<file path="config.mk">
export PLATFORM = sky130hd
export DESIGN_NAME = riscv_tag_check_unit
export DESIGN_NICKNAME = d
export VERILOG_FILES = /design/src/rtl/riscv_tag_check_unit.sv
export SDC_FILE = /design/constraint.sdc
export NUM_CORES = 1
export LEC_CHECK = 0
export ABC_AREA = 1
export ABC_CLOCK_PERIOD_IN_PS = 2800
export CAP_MARGIN = 10
export CORE_ASPECT_RATIO = 1.75
export CORE_MARGIN = 10
export CORE_UTILIZATION = 43
export CTS_CLUSTER_SIZE = 24
export DETAILED_ROUTE_END_ITERATION = 16
export HOLD_SLACK_MARGIN = 0.05
export PLACE_DENSITY = 0.8
export SETUP_SLACK_MARGIN = 0.15
export SLEW_MARGIN = 15
export SYNTH_ARGS = -nofsm -noshare
export SYNTH_HDL_FRONTEND = slang
export SYNTH_SLANG_ARGS = --single-unit
</file>
<file path="constraint.sdc">
create_clock -name clk -period 2.8 [get_ports clk]
set_input_delay 0.28 -clock clk [delete_from_list [all_inputs] [get_ports clk]]
set_output_delay 0.28 -clock clk [all_outputs]
set_load 0.05 [all_outputs]
</file>
<file path="src/rtl/riscv_tag_check_unit.sv">
// riscv_tag_check_unit
//
// EX-stage tag check. Compares the per-instruction check enables from the ID
// check decoder against the operand, result and PC tags. It kills the side
// effects of a violating instruction in the same cycle. It then raises an
// exception request and holds it, with the pipeline stalled, until the
// controller acknowledges it. A sticky cause/PC record and a saturating
// violation counter are kept for CSR readout.
//
// Ports:
//   clk, rst                 core clock, asynchronous active-high reset
//   dift_en_i                global tag-check enable
//   ex_valid_i               valid instruction in EX
//   source_1_i .. execute_pc_i  check enables for rs1/rs2/rd/PC tags
//   rs1_tag_i .. pc_tag_i    tags (tainted when any bit is set)
//   pc_ex_i                  PC of the EX instruction
//   exc_ack_i                controller accepted the exception
//   cnt_clr_i                synchronous clear of the violation counter
//   kill_o                   combinational kill of RF write / LSU request
//   stall_o                  freeze IF/ID/EX while the request is pending
//   exc_req_o                tag-violation exception request
//   exc_cause_o              {pc,d,s2,s1} violation bits of the trapped instr
//   exc_addr_o               PC of the trapped instruction
//   viol_cnt_o               saturating violation count
module riscv_tag_check_unit #(
  parameter int TAG_WIDTH = 1,
  parameter int CNT_WIDTH = 16
) (
  input  logic                 clk,
  input  logic                 rst,
  input  logic                 dift_en_i,
  input  logic                 ex_valid_i,
  input  logic                 source_1_i,
  input  logic                 source_2_i,
  input  logic                 dest_i,
  input  logic                 execute_pc_i,
  input  logic [TAG_WIDTH-1:0] rs1_tag_i,
  input  logic [TAG_WIDTH-1:0] rs2_tag_i,
  input  logic [TAG_WIDTH-1:0] rd_tag_i,
  input  logic [TAG_WIDTH-1:0] pc_tag_i,
  input  logic [31:0]          pc_ex_i,
  input  logic                 exc_ack_i,
  input  logic                 cnt_clr_i,
  output logic                 kill_o,
  output logic                 stall_o,
  output logic                 exc_req_o,
  output logic [3:0]           exc_cause_o,
  output logic [31:0]          exc_addr_o,
  output logic [CNT_WIDTH-1:0] viol_cnt_o
);

  typedef enum logic {
    IDLE = 1'b0,
    REQ  = 1'b1
  } state_t;

  localparam logic [CNT_WIDTH-1:0] CNT_MAX = {CNT_WIDTH{1'b1}};

  state_t               state;
  logic                 exc_req_reg;
  logic                 stall_reg;
  logic [3:0]           cause_reg;
  logic [31:0]          addr_reg;
  logic [CNT_WIDTH-1:0] cnt_reg;

  logic [3:0] viol;
  logic       hit;

  assign viol = {execute_pc_i & (|pc_tag_i),
                 dest_i       & (|rd_tag_i),
                 source_2_i   & (|rs2_tag_i),
                 source_1_i   & (|rs1_tag_i)};

  // Only checked in IDLE: while a request is pending the EX instruction is
  // stalled and will be re-presented after the ack. Reset also masks the
  // kill, so no kill can appear while rst is held.
  assign hit    = ~rst & dift_en_i & ex_valid_i & (state == IDLE) & (|viol);
  assign kill_o = hit;

  always_ff @(posedge clk or posedge rst) begin
    if (rst) begin
      state       <= IDLE;
      exc_req_reg <= 1'b0;
      stall_reg   <= 1'b0;
      cause_reg   <= 4'b0000;
      addr_reg    <= 32'h0000_0000;
      cnt_reg     <= '0;
    end else begin
      case (state)
        IDLE: begin
          if (hit) begin
            state       <= REQ;
            exc_req_reg <= 1'b1;
            stall_reg   <= 1'b1;
            cause_reg   <= viol;
            addr_reg    <= pc_ex_i;
          end
        end
        REQ: begin
          if (exc_ack_i) begin
            state       <= IDLE;
            exc_req_reg <= 1'b0;
            stall_reg   <= 1'b0;
          end
        end
        default: begin
          state       <= IDLE;
          exc_req_reg <= 1'b0;
          stall_reg   <= 1'b0;
        end
      endcase

      // Clear wins over a simultaneous increment.
      if (cnt_clr_i) begin
        cnt_reg <= '0;
      end else if (hit && (cnt_reg != CNT_MAX)) begin
        cnt_reg <= cnt_reg + CNT_WIDTH'(1);
      end
    end
  end

  assign exc_req_o   = exc_req_reg;
  assign stall_o     = stall_reg;
  assign exc_cause_o = cause_reg;
  assign exc_addr_o  = addr_reg;
  assign viol_cnt_o  = cnt_reg;

endmodule
</file>
==> Word-level counts from Yosys, hierarchy flattened <==
Cells that the tools add are included.
{ "totals": {"input_bits": 46, "out_inout_bits": 55, "word_cells": 32, "register_bits": 54} }
{ "op_classes": {"n_eq_ne": 3, "n_reduce_logical": 5, "bitwise": 10, "n_addsub": 1, "muxes": 8} }
{ "ops": {"columns": ["operator", "n"], "rows": [
  ["$mux 16", 2],
  ["$add 16x1->16 const B", 1],
  ["$ne 16x16->1 const B", 1],
  ["$and 1x1->1", 8],
  ["$mux 1", 4],
  ["$ne 2x2->1 const B", 2],
  ["$pmux 1 s2", 2],
  ["$reduce_and 2->1", 2],
  ["$reduce_or 4->1", 1],
  ["$not 1->1", 2],
  ["$reduce_bool 2->1", 1],
  ["$logic_and 1x1->1", 1]
]} }

==> Depth between registers and ports, before layout <==
{ "depth": {"word_depth": 8, "ltp_mapped": 10, "depth_no_buf": 9} }

==> Worst setup path after synthesis <==
Ideal clock, no wire load.
{ "synth_path": {"path_kind": "input to output", "from": "input rst", "to": "output kill_o", "path_stages": 6, "t_arrival_ns": 2.339, "path_slack_ns": 0.181, "cell_sequence": "inv_1 > nand3_1 > nor2_1 > o21ai_2 > inv_1 > buf_2"} }
{ "synth_between": {"elab_chain_cells": 5} }
{ "synth_lines": {"columns": ["element", "line", "text"], "rows": [
  ["from (decl)", "30", "input logic rst,"],
  ["$not 1->1", "77", "assign hit = ~rst & dift_en_i & ex_valid_i & (state == IDLE) & (|viol);"],
  ["$and 1x1->1 (4 in series)", "77", null],
  ["to (decl)", "44", "output logic kill_o,"]
]} }
Every way passes these cells.

==> Final worst setup path <==
Same ends and word-level chain as after synthesis.

==> results summary <==
The type of the tightest min-delay check is flop to flop. The worst voltage drop across the vdd grid is 0.4258 mV. The total length of routed met3 wires is 634 um. Once the floorplan was initialized, standard cells occupied 44.29% of the core. The kind of start point of the critical path is an input port.

The chip width is approximately 77 um. The total of cells resized after clock tree synthesis came out at 0. The area of the die is 0.009306 sq mm. Yosys printed 0 warnings.

For the final database, setup skew stands at 0.004853 ns. After detailed routing, the number of vias per cell comes to 4.870. Global routing finished with a remaining overflow of 0. The critical path data arrival time is around 1.7 ns. The clock share of power is 20.5%.

The number of buffers added for setup after CTS is 0. Across every metal layer, demand over resource in global routing totals 15.72%. The routed wire length per instance is 14.81 um. Once detailed placement completed, the half-perimeter wirelength came to approximately 5.5 mm. The clock tree buffer depth came out at 2. The number of placed I/O pins came out at 101. Of the synthesized area, sequential elements account for 54.63%. Synthesis produced a netlist whose cell count is around 310. The max capacitance violation total is 0. Setup repair after global routing left no endpoint under its margin. The number of vias after detailed routing came out at 2,367. The library cell used most frequently in the layout, excluding fill and tap cells, is nand2_1. For this block, wires on met1 add up to 2.532 mm. The flow ran to the end, and the final reports show no timing, DRC or antenna violations. The internal portion of total power came out at 1504 uW. In this run the core area contains 36 standard-cell rows.

Final hold analysis gives a worst-case slack of ~0.48 ns. The cell area that synthesis handed to floorplanning was 0.002474 sq mm. Of all nets on the critical path, the largest fanout is 33.

Dividing total power by cell area gives a power density of between 600 and 700 mW/mm^2. The portion of the clock cycle consumed by the worst path in the final layout came out at 69.89%. The clock period minus worst slack came out at just under 2 ns. The sequential fraction of design power came out at 39.4%. The actual slew at the worst max-slew pin came out at 0.6858 ns. The total count of max-transition violations in the final report came to 0.

The global-route wire length before repair is 12.22 mm. The routed design has 7.196 mm of wire. The maximum number of pins on one net before global-route repair is 55. The first detailed-routing pass ran for 4 iterations. The switching power came out at just under 1000 uW. The ratio of cells with drive above 1 in the final layout is 5.854%. The via count of the first global-routing pass came to roughly 2,500. The initial antenna violation count came out at 0. The vertical die dimension came out at 120.3 um.

The count of antenna-violating nets left after detailed routing is 0. The worst setup path is captured at an output port. TritonCTS created 5 clock buffers. The H-tree depth is 2. The detailed router used layers up to and including met4. The overall power of the completed layout is 2482 uW. The register clock-pin slew on the reported worst setup and hold paths came out at 0.09 ns. The number of inserted diodes is 0. The summed negative setup slack over all endpoints is 0 ns. The filler cell count in the final layout came out at 505.

Of the total power, the share spent switching nets is 39.43%. Leaving out fill and tap cells, the most frequent cells in the layout are 165 x nand2_1, 99 x clkdlybuf4s50_1, 54 x dfrtp_1. The post-synth net total is between 300 and 400. The required arrival time at the worst endpoint is 2.52 ns.

At the placement stage, the worst setup path has a slack of 0.8212 ns. The clock tree from TritonCTS is done. For this block, the initial DRC count from the detailed router was 156.

The post-synthesis area per instance is between 8 and 9 sq um. After detailed routing, the number of remaining DRC violations is 0. In this run, synthesis produced a sequential element count of 54. The clock drives 54 sinks.

Across all setup checks in the final design, the least slack found is 0.8431 ns. The distinct cell type count after synthesis is 24. The layout-stage area growth over the synthesis result is 48.41%. The later pin in the worst-skew pair is clocked with a latency of 0.30 ns. The number of input and output port buffers inserted is 100. At the end of the flow, the number of nets in the layout was 456. The final setup violation count is 0. The leakage component of the power came out at 0.001770 uW. The cts-stage hold buffer count came out at 0. The highest achievable clock rate is 511.0 MHz.

The tree is rooted in a clkbuf_8. In this run, the combinational gates consume 40.2% of the power. The hold violation count in the final report was 0. The wire length on met2 is about 3.8 mm.

The area of the core is around 0.0056 sq mm. Routability-driven placement finished with a final weighted congestion of 0.8945. The worst setup path is of the input port to output port kind.

The relative max-transition margin came out at 54.28%.
critical path, cell delays in order:
cell,delay [ns]
clkdlybuf4s50_1,0.41
inv_2,0.06
nand3_1,0.06
nor2_1,0.18
o21ai_4,0.11
inv_1,0.06
buf_4,0.31
buf_12,0.18
synthesized netlist by cell type:
library cell | number | area [sq um]
a21oi_1 | 2 | 10.01
buf_2 | 2 | 10.01
buf_4 | 1 | 7.510
buf_6 | 1 | 11.26
clkbuf_1 | 7 | 26.28
dfrtp_1 | 54 | 1351
ha_1 | 1 | 12.51
inv_1 | 13 | 48.80
inv_2 | 1 | 3.750
nand2_1 | 165 | 619.3
nand2_2 | 1 | 6.260
nand2_4 | 1 | 11.26
nand3_1 | 11 | 55.05
nand4_1 | 11 | 68.82
nor2_1 | 15 | 56.30
nor2_2 | 2 | 12.51
nor2_4 | 2 | 22.52
nor2_8 | 1 | 20.02
o211ai_1 | 1 | 7.510
o21ai_0 | 8 | 40.04
o21ai_2 | 1 | 8.760
o21bai_1 | 3 | 22.52
or2_2 | 1 | 6.260
xor2_1 | 4 | 35.03
logic make-up after synthesis:
logic type      after synthesis  share of synthesized area (%)
simple gates                210                          35.51
flops                        54                          54.63
buf+inv                      25                          4.350
compound gates               15                          3.591
xor+xnor                      4                          1.416
fa+ha+maj                     1                         0.5057
flip-flops by register name, summed over array words and instances (netlist names):
signal / flops
exc_addr_o: 32
viol_cnt_o: 16
exc_cause_o: 4
stall_o: 1
state: 1
cell type report:
| class | instances | area [sq um] | share of cell area [%] |
|---|---|---|---|
| Clock buffer | 5 | 68.82 | 1.875 |
| Multi-Input combinational cell | 230 | 1022 | 27.85 |
| Clock inverter | 3 | 40.04 | 1.091 |
| Tap cell | 76 | 95.09 | 2.590 |
| Timing Repair Buffer | 104 | 1041 | 28.36 |
| Sequential cell | 54 | 1351 | 36.81 |
| Inverter | 14 | 52.55 | 1.431 |
per-stage QoR:
stage               instance area (sq um)  cells  utilization [%]
finish                               3671    486            65.73
global route                         3671    486            65.73
CTS                                  3671    486            65.73
detailed placement                   3562    478            63.78
global placement                     3562    478            63.78
floorplan                            2474    309                -
per-layer routing:
metal | up-vias | GRT usage (%)
met5 | - | 0
met4 | 0 | 6.307
met3 | 14 | 5.935
met2 | 97 | 28.62
met1 | 1098 | 15.57
li1 | 1158 | -
worst paths after layout:
check / from / to / slack, ns / depth (start not counted)
max: rst / kill_o / 0.84 / 8
min: exc_addr_o[15] / exc_addr_o[15] / 0.48 / 2
max reg2reg: viol_cnt_o[0] / viol_cnt_o[11] / 0.97 / 9
min reg2reg: exc_addr_o[15] / exc_addr_o[15] / 0.48 / 2
max in group asynchronous: rst / exc_addr_o[21] / 1.84 / 3
min in group asynchronous: rst / exc_addr_o[4] / 0.50 / 3
power by group through the flow:
| stage | clock [uW] | combinational, uW | sequential, uW |
|---|---|---|---|
| 2_1_floorplan | 0 | 163 | 1440 |
| 3_3_place_gp | 0 | 1000 | 988 |
| 3_5_place_dp | 0 | 1010 | 991 |
| 4_1_cts | 525 | 1010 | 977 |
| 5_1_grt | 563 | 1050 | 995 |
| 6_report | 508 | 998 | 977 |
(Power assumes the default switching activity.)
==> edit 1, RTL diff (config.mk and constraints unchanged) <==
Change the parameter `CNT_WIDTH` from 16 to 18.
--- a/src/rtl/riscv_tag_check_unit.sv
+++ b/src/rtl/riscv_tag_check_unit.sv
@@ -24,7 +24,7 @@
 //   viol_cnt_o               saturating violation count
 module riscv_tag_check_unit #(
   parameter int TAG_WIDTH = 1,
-  parameter int CNT_WIDTH = 16
+  parameter int CNT_WIDTH = 18
 ) (
   input  logic                 clk,
   input  logic                 rst,
Interface: changed (resized viol_cnt_o); port bits go from 101 to 103. No check against the original RTL was run, so the function may have changed too.
==> edit 1 against the original RTL <==
Clock skew barely moved; fmax fell by 6.7%; register-to-register slack improved by 30 ps; setup slack got worse by 140 ps; die area rose by 5.6%; routed wire length rose by 5.7%; synthesized area rose by 7.1%; cell area rose by 4.6%; sequential cell count rose by 2; power rose by 2.5%; clock power rose by 6.5%; largest cell class unchanged; highest routed layer unchanged.
==> edit 1: results (changes against the original RTL) <==
metric	value	unit	change
top cells by count, synth	nand2_1, dfrtp_1, nand3_1		
vias in the first global route	2627		+3.4%
Period minus WS final	2100	ps	+140 ps
Mapped Nets	377		+5.9%
first-pass GRT wire length	12500	µm	+2.3%
Peak supply drop	589	µV	+38%
DR vias	2500		+5.6%
skew final	4.85	ps	-0.000250 ps
largest net degree at the start of global routing	57		+3.6%
TritonRoute pass-1 iters	4		unchanged
pre-CTS setup slack	664	ps	-157 ps
Seq/Total Area, Yosys	52.9	%	-1.7 points
FF-to-FF setup slack	1000	ps	+30 ps
r2r worst-path depth	8		-1
Placer Congestion	0.860		-3.8%
Layout Nets	477		+4.6%
routed vias/inst	4.91		+0.85%
Detailed Place HPWL	5740	µm	+3.6%
arrival time worst endpoint	1820	ps	+140 ps
share of layout cells above drive strength 1	5.80	%	-0.053 points
Slew @ Worst Pin	704	ps	+18.4 ps
placed insts	501		+4.8%
GR Util All Layers	16.0	%	+0.33 points
# diodes	0		unchanged
DR WL/cell	14.9	µm	+0.89%
ys async rst share	100	%	unchanged
Netlist cell types	28		+17%
Area contributors post-synth	dfrtp_1, nand2_1, nand3_1		
Placed Area	3730	µm²	+4.7%
PortBufs	102		+2.0%
run status	completed		
Worst R2R Start	viol_cnt_o[0]		
max reg flops	32		unchanged
Syn Area/Cell	8.03	µm²	+0.31%
Leakage Power	0.00182	µW	+3.1%
FILL cells	535		+5.9%
Post-CTS Resized	0		unchanged
HP Class	input pin to register		
crit path max fanout	35		+6.1%
crit path capture	kill_o		
r2r endpoint	viol_cnt_o[6]		
Clk Latency, worst-skew pair	330	ps	+30 ps
==> edit 1: critical path: stages <==
cell and delay [ps]:
clkdlybuf4s50_1 440, clkinvlp_4 90, nand3_1 60, nor2_1 80, nand2_1 80, inv_2 470
buf_4 310
==> edit 1: area by class of cell <==
cell class	count	share of cell area, %
multi-input combinational	247	29.5
timing repair buffer	104	26.9
inverter	16	1.66
clock inverter	3	1.11
tap	78	2.54
clock buffer	5	1.79
sequential	56	36.5
==> edit 1: how the worst min path moves through the flow <==
stage | start | end | cells after the start
floorplan | rst | exc_addr_o[0] | 1
global placement | exc_addr_o[3] | exc_addr_o[3] | 2
detailed placement | exc_addr_o[18] | exc_addr_o[18] | 2
CTS | pc_ex_i[12] | exc_addr_o[12] | 3
global route | pc_ex_i[31] | exc_addr_o[31] | 3
finish | pc_ex_i[25] | exc_addr_o[25] | 3
==> edit 1: per-stage QoR <==
stage          util (%)  hold slack [ps]
2_1_floorplan         -              365
3_3_place_gp       62.9              461
3_5_place_dp       62.9              465
4_1_cts            64.8              468
5_1_grt            64.8              472
6_report           64.8              477
==> edit 1: logic make-up (layout without fill, tap and decap cells) <==
group	count (synthesis)	in the layout	synth area share, %
DFF	56	56	52.9
xor gates and xnor gates	8	8	2.64
AOI/OAI and AO/OA	18	18	3.68
adders and majority gates	1	1	0.472
buffers and inverters	27	128	4.39
and+or+nand+nor	220	220	35.9
==> edit 1: per-layer routing <==
metal / part of all wire (%) / vias up / GRT usage [%]
met5: 0 / - / 0
met1: 35 / 1181 / 15.6
met2: 52 / 87 / 27.8
met4: 1.7 / 0 / 5.74
li1: - / 1224 / -
met3: 12 / 8 / 9.09
==> edit 1: power by group <==
part | switching, µW | internal [µW]
clock network | 276 | 265
logic | 660 | 329
registers | 77.2 | 935
==> edit 2, RTL diff (config.mk and constraints unchanged) <==
Made on the original files. Put one more register stage on the output `viol_cnt_o`, with the module's reset. The value now appears one clock later. The other outputs are not delayed to match.
--- a/src/rtl/riscv_tag_check_unit.sv
+++ b/src/rtl/riscv_tag_check_unit.sv
@@ -123,6 +123,12 @@
   assign stall_o     = stall_reg;
   assign exc_cause_o = cause_reg;
   assign exc_addr_o  = addr_reg;
-  assign viol_cnt_o  = cnt_reg;
+  always_ff @(posedge clk or posedge rst) begin
+    if (rst) begin
+      viol_cnt_o <= '0;
+    end else begin
+      viol_cnt_o <= cnt_reg;
+    end
+  end
 
 endmodule
Formal check against the unedited RTL: not equivalent (a bounded check fails within 4 cycles, from zero or initial values and one cycle with rst high).
==> edit 2 against the original RTL <==
Routed wire length up 17%; sequential cell count up 16; via count is 8.7% higher; power increased by 38%; clock power up 140%; cell count is 8.4% higher; non-clock buffer count is 1 lower; cell area rose by 20%; synthesized cell count up 7.8%; clock skew shrank 2.5 ps; setup slack lost 61 ps; synthesized area is 20% higher; register-to-register slack better by 220 ps; highest routed layer unchanged.
==> edit 2: results (changes against the original RTL) <==
metric	value	unit	change
Area contributors post-synth	dfrtp_1, nand2_1, nand3_1		
Iteration-0 DRC Markers	103		-34%
Leakage Power	0.00213	µW	+20%
r2r worst-path depth	10		+1
run status	completed		
Crit path largest cell delay	470	ps	+60 ps
arrival time worst endpoint	1740	ps	+60 ps
Seq/Total Area, Yosys	58.9	%	+4.3 points
main flop type after synthesis	dfrtp_1		
CTS Root Cell	clkbuf_16		
Compound-Gate Fraction of Synth Area	3.66	%	+0.069 points
Placed Area	4070	µm²	+14%
FILL cells	564		+12%
CP startpoint	rs2_tag_i		
Placer Congestion	0.834		-6.8%
largest net degree at the start of global routing	71		+29%
Worst R2R Start	cnt_reg[0]		
DR vias	2574		+8.7%
Synth Area in XOR/XNOR	1.47	%	+0.056 points
Mapped Nets	380		+6.7%
DR WL/cell	16.0	µm	+7.9%
CTS buffer count	9		+4
vias in the first global route	2733		+7.6%
Clk pin slew, worst setup/hold paths	50	ps	-40 ps
Slew @ Worst Pin	860	ps	+174 ps
Synth Instances	333		+7.8%
H-tree depth	3		+1
Layout Nets	485		+6.4%
skew final	2.31	ps	-2.54 ps
hold_sp	cnt_reg[1]		
GR Util All Layers	15.8	%	+0.048 points
top cells by count, synth	nand2_1, dfrtp_1, nand3_1		
Netlist cell types	21		-13%
first-pass GRT wire length	13700	µm	+12%
delay-heaviest family, CP	buffers and inverters		
## edit 2: changes by cell type in the layout (fill, tap and decap cells not counted), moves of 6 or more
| cell | change |
|---|---|
| dfrtp_1 | +16 |
| clkbuf_16 | +9 |
| nand3_1 | +7 |
| o21ai_1 | +7 |
| nand4_1 | -6 |
## edit 2: where the power goes
group	total, µW	switching (µW)	internal, µW
clock	1200	401	799
combinational	1010	671	334
sequential	1210	72.5	1140
total	3420	1140	2270
## edit 2: area by class of cell
class | instances | area share, %
Clock buffer | 10 | 5.44
Clock inverter | 6 | 1.94
Inverter | 19 | 1.62
Multi-Input combinational cell | 235 | 25.2
Sequential cell | 70 | 39.9
Tap cell | 84 | 2.39
Timing Repair Buffer | 103 | 23.5
## edit 2: stage by stage
stage | instances | utilization, % | total power (µW) | worst slack, ps | hold WS, ps
4_1_cts | 527 | 64.5 | 3470 | 754 | 437
2_1_floorplan | 333 | - | 1840 | 475 | 376
6_report | 527 | 64.5 | 3420 | 782 | 443
3_3_place_gp | 511 | 59.7 | 2220 | 825 | 417
3_5_place_dp | 511 | 59.7 | 2230 | 774 | 424
5_1_grt | 527 | 64.5 | 3560 | 695 | 455
## edit 2: final timing paths
kind | slack [ps] | to
min reg2reg | 440 | viol_cnt_o[1]
max reg2reg | 1190 | cnt_reg[7]
max in group asynchronous | 1650 | cnt_reg[3]
min | 440 | viol_cnt_o[1]
max | 780 | kill_o
min in group asynchronous | 590 | exc_addr_o[4]
## edit 2: kinds of logic after synthesis
group / Yosys count
XOR/XNOR: 5
AO/OA/AOI/OAI: 18
adder cells (fa/ha/maj): 1
flip-flops: 70
AND/OR/NAND/NOR: 211
buffers and inverters: 28
## edit 2: routing by layer
metal | vias to the layer above | global-route usage, % | share of wire (%)
met5 | - | 0 | 0
met4 | 0 | 7.34 | 2.5
met3 | 13 | 3.62 | 4.4
met2 | 78 | 29.7 | 56
met1 | 1236 | 16.0 | 37
li1 | 1247 | - | -
